===== config.mk =====
export PLATFORM = sky130hd
export DESIGN_NAME = program_loader
export DESIGN_NICKNAME = d
export VERILOG_FILES = /design/src/rtl/mcu_pkg.sv /design/src/rtl/program_loader.sv
export SDC_FILE = /design/constraint.sdc
export NUM_CORES = 1
export LEC_CHECK = 0
export CAP_MARGIN = 20
export CORE_MARGIN = 1
export CORE_UTILIZATION = 39
export DETAILED_ROUTE_END_ITERATION = 16
export GPL_ROUTABILITY_DRIVEN = 0
export SYNTH_ARGS = -nofsm -noshare
export SYNTH_HDL_FRONTEND = slang
export SYNTH_SLANG_ARGS = --single-unit

===== constraint.sdc =====
create_clock -name clk -period 2.9 [get_ports clk]
set_input_delay 0.435 -clock clk [delete_from_list [all_inputs] [get_ports clk]]
set_output_delay 0.435 -clock clk [all_outputs]
set_load 0.1 [all_outputs]

===== src/rtl/mcu_pkg.sv =====
// Shared MCU definitions.
// Loader state encoding and instruction constants.
package mcu_pkg;

  localparam int OPCODE_WIDTH = 7;

  localparam logic [OPCODE_WIDTH-1:0] TERMINATE_OPCODE = 7'b0001011;

  localparam logic [1:0] BYTE_SIZE_ENCODE = 2'b00;
  localparam logic [1:0] WORD_SIZE_ENCODE = 2'b10;

  typedef enum logic [2:0] {
    IDLE,
    FETCH,
    WRITE,
    WAIT,
    CHECK,
    DONE
  } loader_state_t;

endpackage


===== src/rtl/program_loader.sv =====
// UART-to-program-memory bootloader.
// Streams bytes into PM until a terminate opcode or memory full.
module program_loader
  import mcu_pkg::*;
#(
  parameter int DATA_WIDTH          = 8,
  parameter int INSTRUCTION_WIDTH   = 32,
  parameter int PROGRAM_MEMORY_SIZE = 64,
  parameter int ADDR_WIDTH_PM       = 8,
  parameter int CNT_WIDTH           = 7
) (
  input  logic                     clk,
  input  logic                     rst,
  input  logic                     load_start,
  input  logic [DATA_WIDTH-1:0]    rx_data,
  input  logic                     rx_flag,
  output logic                     rx_use,
  output logic [DATA_WIDTH-1:0]    pm_data,
  output logic [ADDR_WIDTH_PM-1:0] pm_addr,
  output logic                     pm_wr_ins,
  input  logic                     pm_wr_idle,
  output logic                     loading,
  output logic                     load_done,
  output logic                     load_overflow,
  output logic [CNT_WIDTH-1:0]     instr_count
);

  localparam int LANES     = INSTRUCTION_WIDTH / DATA_WIDTH;
  localparam int LANE_W    = $clog2(LANES);
  localparam int LANE_LAST = LANES - 1;

  loader_state_t             state;
  logic [LANE_W-1:0]         lane;
  logic [OPCODE_WIDTH-1:0]   opcode;
  logic [CNT_WIDTH-1:0]      count_next;

  // Pop and write strobes act in the cycle the handshake is seen.
  assign rx_use    = !rst && (state == FETCH) && rx_flag;
  assign pm_wr_ins = !rst && (state == WRITE) && pm_wr_idle;

  assign count_next = instr_count + CNT_WIDTH'(1);

  // Loader FSM with byte lane, opcode capture and counters.
  always_ff @(posedge clk) begin
    if (rst) begin
      state         <= IDLE;
      lane          <= '0;
      opcode        <= '0;
      pm_data       <= '0;
      pm_addr       <= '0;
      loading       <= 1'b0;
      load_done     <= 1'b0;
      load_overflow <= 1'b0;
      instr_count   <= '0;
    end else begin
      unique case (state)
        IDLE, DONE: begin
          if (load_start) begin
            state         <= FETCH;
            pm_addr       <= '0;
            lane          <= '0;
            instr_count   <= '0;
            load_done     <= 1'b0;
            load_overflow <= 1'b0;
            loading       <= 1'b1;
          end
        end
        FETCH: begin
          if (rx_flag) begin
            pm_data <= rx_data;
            if (lane == '0)
              opcode <= rx_data[OPCODE_WIDTH-1:0];
            state <= WRITE;
          end
        end
        WRITE: begin
          if (pm_wr_idle)
            state <= WAIT;
        end
        WAIT: begin
          if (pm_wr_idle)
            state <= CHECK;
        end
        CHECK: begin
          if (lane != LANE_W'(LANE_LAST)) begin
            lane    <= lane + LANE_W'(1);
            pm_addr <= pm_addr + ADDR_WIDTH_PM'(1);
            state   <= FETCH;
          end else begin
            lane        <= '0;
            instr_count <= count_next;
            if (opcode == TERMINATE_OPCODE) begin
              pm_addr   <= pm_addr + ADDR_WIDTH_PM'(1);
              loading   <= 1'b0;
              load_done <= 1'b1;
              state     <= DONE;
            end else if (count_next ==
                         CNT_WIDTH'(PROGRAM_MEMORY_SIZE)) begin
              // Address stays on the last byte: no wrap to 0.
              load_overflow <= 1'b1;
              loading       <= 1'b0;
              load_done     <= 1'b1;
              state         <= DONE;
            end else begin
              pm_addr <= pm_addr + ADDR_WIDTH_PM'(1);
              state   <= FETCH;
            end
          end
        end
        default: state <= IDLE;
      endcase
    end
  end

endmodule


# Word level (Yosys, flattened, before mapping)
# Cells that the tools add are included.
classes:
  n_eq_ne: 17
  n_reduce_logical: 17
  mux: 32
  addsub: 3
op_table:
  columns: ["op", "count"]
  rows:
  - ["two-way mux 8 bit", 4]
  - ["two-way mux 3 bit", 7]
  - ["!= test 2 bit, second input constant", 8]
  - ["case mux 8 bit (2 select lines)", 1]
  - ["case mux 3 bit (5 select lines)", 1]
  - ["two-way mux 7 bit", 2]
  - ["case mux 7 bit (2 select lines)", 1]
  - ["two-way mux 1 bit", 10]
  - ["AND reduction 3 bit", 3]
  - ["adder 8 x 1 -> 8 bit, second input constant", 1]
  - ["AND reduction 4 bit", 2]
  - ["adder 7 x 1 -> 7 bit, second input constant", 1]
  - ["== test 7 x 4 -> 1 bit, second input constant", 1]
  - ["== test 7 bit, second input constant", 1]
  - ["== test 3 x 2 -> 1 bit, second input constant", 2]
  - ["== test 3 bit, second input constant", 2]
  - ["case mux 1 bit (2 select lines)", 3]
  - ["AND reduction 5 bit", 1]
  - ["logical AND 1 bit", 4]
  - ["two-way mux 2 bit", 2]
  - ["!= test 4 bit, second input constant", 1]
  - ["case mux 2 bit (2 select lines)", 1]
  - ["AND reduction 2 bit", 2]
  - ["== test 3 x 1 -> 1 bit, second input constant", 1]
  - ["7 further kinds", 7]
totals:
  input_bits: 13
  register_bits: 38
  elab_cells: 78
  output_inout_bits: 28

# Logic depth before layout (Yosys ltp)
logic_depth:
  word_depth: 6
  mapped_depth: 6
  mapped_depth_nobuf: 6

# Worst setup path after synthesis
# OpenSTA, ideal clock, no wires.
synth_timing:
  path_type: "in2out"
  from: "input port rst"
  to: "output port pm_wr_ins"
  setup_slack_ns: -1.458
  path_stages: 3
  arrival_time_ns: 3.923
  n_path_buf: 2
  cell_sequence: "clkbuf_1 clkbuf_1 nor4b_1"
synth_between:
  elab_chain_cells: 3
synth_rtl:
  columns: ["item", "line_no", "rtl"]
  rows:
  - ["from (decl)", "program_loader.sv:13", "input logic rst,"]
  - ["zero test 1 bit", "program_loader.sv:39", "assign pm_wr_ins = !rst && (state == WRITE) && pm_wr_idle;"]
  - ["logical AND 1 bit (2 in series)", "program_loader.sv:39", null]
  - ["to (decl)", "program_loader.sv:20", "output logic pm_wr_ins,"]
# Every way passes these cells.

# Final worst setup path
layout_timing:
  from: "register state[0]"
  to: "output port rx_use"
layout_between:
  elab_chain_cells: 3
layout_rtl:
  columns: ["item", "line_no", "rtl"]
  rows:
  - ["from (decl)", "program_loader.sv:32", "loader_state_t state;"]
  - ["from (signal assigned)", "program_loader.sv:46", "state <= IDLE;"]
  - ["from (signal assigned)", "program_loader.sv:59", "state <= FETCH;"]
  - ["from (signal assigned)", "program_loader.sv:73", "state <= WRITE;"]
  - ["== test 3 x 1 -> 1 bit", "program_loader.sv:38", "assign rx_use = !rst && (state == FETCH) && rx_flag;"]
  - ["logical AND 1 bit (2 in series)", "program_loader.sv:38", null]
  - ["to (decl)", "program_loader.sv:17", "output logic rx_use,"]
# Every way passes these cells.

==> flow_metrics.env <==
export IMPL_min_period_ns=2.268
export IMPL_grt_pass1_vias=1525
export IMPL_die_width_um=72.25
export IMPL_cp_slowest_stage_delay_ns=0.63
export IMPL_crit_buf_inv=1
export IMPL_stdcell_area_sq_mm=0.002434
export IMPL_cts_buffers=5
export IMPL_drc=0
export IMPL_min_period_over_period_pct=78.20
export IMPL_rows=25
export IMPL_ios=41
export IMPL_die_h_um=72.25
export IMPL_initial_core_util_pct=40.74
export IMPL_via_per_inst=5.180
export IMPL_area_growth_syn_to_layout_pct=26.46
export IMPL_synth_seq_cells=38
export IMPL_ys_warn_count=0
export IMPL_syn_cell_area_sq_mm=0.001924
export IMPL_dieArea_sq_mm=0.005219
export IMPL_synth_mux_area_share_pct=3.836
export IMPL_slew_viol_final=0
export IMPL_synthXorXnorAreaFrac_pct=1.365
export IMPL_cp_top_family="simple AND/OR/NAND/NOR gates"
export IMPL_synth_edff_count=0
export IMPL_whs_ns=0.4522
export IMPL_grt_max_degree=35
export IMPL_rrSetupSlack_ns=0.64
export IMPL_crit_chain="nand3b_1 -> or2_2 -> nor2_2 -> buf_12"
export IMPL_cp_slowest_cell="dfxtp_1"
export IMPL_postCtsHoldBufs=0
export IMPL_hpwl_um=3163
export IMPL_cts_sink_count=38
export IMPL_power_density_mw_per_mm2=675.6
export IMPL_routedWlPerCell_um=12.91
export IMPL_synth_seq_area_share_pct=39.53
export IMPL_rsz0062_at_grt="no"
export IMPL_fillers=497
export IMPL_max_cap_violations=0
export IMPL_holdPathStages=2
export IMPL_timing_rr_start="instr_count[0]"
export IMPL_criticalPathCategory="flop to output pin"
export IMPL_antenna_found_initial=0
export IMPL_grtUsageTotal_pct=17.86
export IMPL_synth_top_family_by_area="simple AND/OR/NAND/NOR gates"
export IMPL_min_from="opcode[3]"
export IMPL_post_cts_setup_buffers=0
export IMPL_syn_area_per_cell_sq_um=8.018
export IMPL_cts_clk_slew_worst_paths_ns=0.07
export IMPL_synthSimpleGateAreaFrac_pct=28.54
export IMPL_path_depth=4
export IMPL_routed_wl_um=4441
export IMPL_synth_adder_area_share_pct=3.251
export IMPL_antenna_left=0
export IMPL_worstSetupEndpointType="output pin"
export IMPL_vias=1782
export IMPL_async_flop_share_pct=0
export IMPL_grt_pass1_wl_um=7362
export IMPL_first_iter_violations=132
export IMPL_setup_viol=0
export IMPL_crit_path_start="state[0]"
export IMPL_finalHoldViolations=0
export IMPL_synthCells=240
export IMPL_worst_slew_pin_slew_ns=0.5926
export IMPL_fmax_mhz=440.9
export IMPL_overflow=0
export IMPL_fin_nets=294
export IMPL_synth_main_ff_cell="dfxtp_1"
export IMPL_cts_buffer_depth=2
export IMPL_cts_root_buf="clkbuf_8"
export IMPL_drive_above_1_share_pct=18.41
export IMPL_cp_arrival_ns=1.83
export IMPL_synth_distinct_cells=42
export IMPL_layout_cells_non_filler=344
export IMPL_portBuffers=40
export IMPL_relSlewSlack_pct=59.94
export IMPL_cts_resized=0
export IMPL_cp_max_fo=14
export IMPL_synth_compound_area_share_pct=19.57
export IMPL_post_dp_cell_area_sq_mm=0.002342
export IMPL_clk_latency_ns=0.28
export IMPL_crit_required_ns=2.47
export IMPL_leakage_nw=0.9180
export IMPL_core_sq_mm=0.004723
export IMPL_htreeDepth=2
export IMPL_outcome="finished, final reports clean"
export IMPL_worst_r2r_path_depth=6
export IMPL_antenna_cells=0
export IMPL_firstDrtPassIters=4
export IMPL_hold_path_class="flop to flop"
export IMPL_dp_cells=336
export IMPL_cts_tree="done"
export IMPL_fin_skew_ns=0.003605
export IMPL_syn_nets=258
export IMPL_vdd_drop_max_mv=0.3382
export IMPL_startpoint_type="flop"
-- worst reg2reg max path, stage by stage (launching register included) --
cell	delay, ns
dfxtp_1	0.48
ha_1	0.33
xnor2_1	0.09
nor4b_1	0.55
o22a_1	0.31
o21ai_0	0.16
a311oi_1	0.26
-- Yosys cell counts, drive strengths merged (2+ instances only) --
master	n	area, sq um
dfxtp	38	760.7
nand2	35	131.4
a21oi	28	140.1
nand3	17	85.08
nor2	16	60.06
clkbuf	13	48.80
nand2b	8	50.05
o21ai	8	40.04
inv	6	22.52
ha	5	62.56
a31oi	4	25.02
mux2i	4	40.04
or2	4	25.02
or4	4	30.03
a311oi	3	26.28
and2	3	18.77
mux2	3	33.78
nand3b	3	22.52
nand4	3	18.77
nor3	3	15.01
o31ai	3	22.52
or3	3	20.02
xnor2	3	26.28
and3	2	12.51
nor4	2	12.51
nor4b	2	17.52
o22a	2	17.52
o2bb2ai	2	17.52
-- power by group --
part / switching, mW / leakage, nW / total [mW] / internal (mW)
logic: 0.419 / 0.562 / 0.619 / 0.200
registers: 0.0810 / 0.308 / 0.659 / 0.578
clock network: 0.175 / 0.0482 / 0.367 / 0.192
-- path summary, 6_finish.rpt --
| check | endpoint |
|---|---|
| max | rx_use |
| max reg2reg | state[2] |
| min | opcode[3] |
| min reg2reg | opcode[3] |
-- stage by stage --
step,setup TNS [ns],setup slack (ns),power (mW),util (%)
6_report,0,0.6321,1.644,51.52
5_1_grt,0,0.4122,1.745,51.52
4_1_cts,0,0.6184,1.668,51.52
3_5_place_dp,0,0.5251,1.293,49.59
3_3_place_gp,0,0.5555,1.289,49.59
2_1_floorplan,-0.06603,-0.06603,1.146,-
-- state kept, by name, summed over array words and instances, names as in the netlist --
name / cells
pm_addr: 8
load_overflow: 1
instr_count: 7
load_done: 1
lane: 2
pm_data: 8
state: 3
opcode: 7
loading: 1
-- cell usage in the layout, fill, tap and decap left out, types with 2 or more instances in the layout --
| master | count |
|---|---|
| a21oi_1 | 28 |
| a311oi_1 | 3 |
| a31oi_1 | 4 |
| and2_1 | 3 |
| and3_1 | 2 |
| buf_12 | 2 |
| buf_4 | 29 |
| clkbuf_8 | 6 |
| clkdlybuf4s50_1 | 12 |
| dfxtp_1 | 38 |
| ha_1 | 5 |
| inv_1 | 6 |
| mux2_2 | 3 |
| mux2i_1 | 4 |
| nand2_1 | 35 |
| nand2b_1 | 8 |
| nand3_1 | 17 |
| nand3b_1 | 3 |
| nand4_1 | 3 |
| nor2_1 | 15 |
| nor3_1 | 3 |
| nor4_1 | 2 |
| o21ai_0 | 8 |
| o22a_1 | 2 |
| o2bb2ai_1 | 2 |
| o31ai_1 | 3 |
| or2_2 | 4 |
| or3_1 | 2 |
| or4_1 | 4 |
| xnor2_1 | 3 |
-- layer usage --
layer	share of wire [%]	wire (um)	vias to the layer above	track usage, %
li1	-	-	931	-
met1	51	2255	815	25.67
met2	45	2013	34	27.83
met3	3.5	156	2	3.333
met4	0.34	15	0	3.922
met5	0	0	-	0
-- area by class of cell --
cell class              instances  area [sq um]  share of cell area (%)
clock buffers                   7         86.33                   3.548
clock inverters                 1         5.005                  0.2057
inverters                       6         22.52                  0.9255
multi-input cells             182          1097                   45.09
flip-flops and latches         38         760.7                   31.26
well taps                      67         83.83                   3.445
repair buffers                 43         377.9                   15.53
-- kinds of logic after synthesis --
kind of cell               count (synthesis)
DFF                                       38
muxes                                      7
xor gates and xnor gates                   3
AOI/OAI and AO/OA                         59
adders and majority gates                  5
buffers and inverters                     20
and+or+nand+nor                          108
Note: power is estimated with default switching activity, not from simulation.
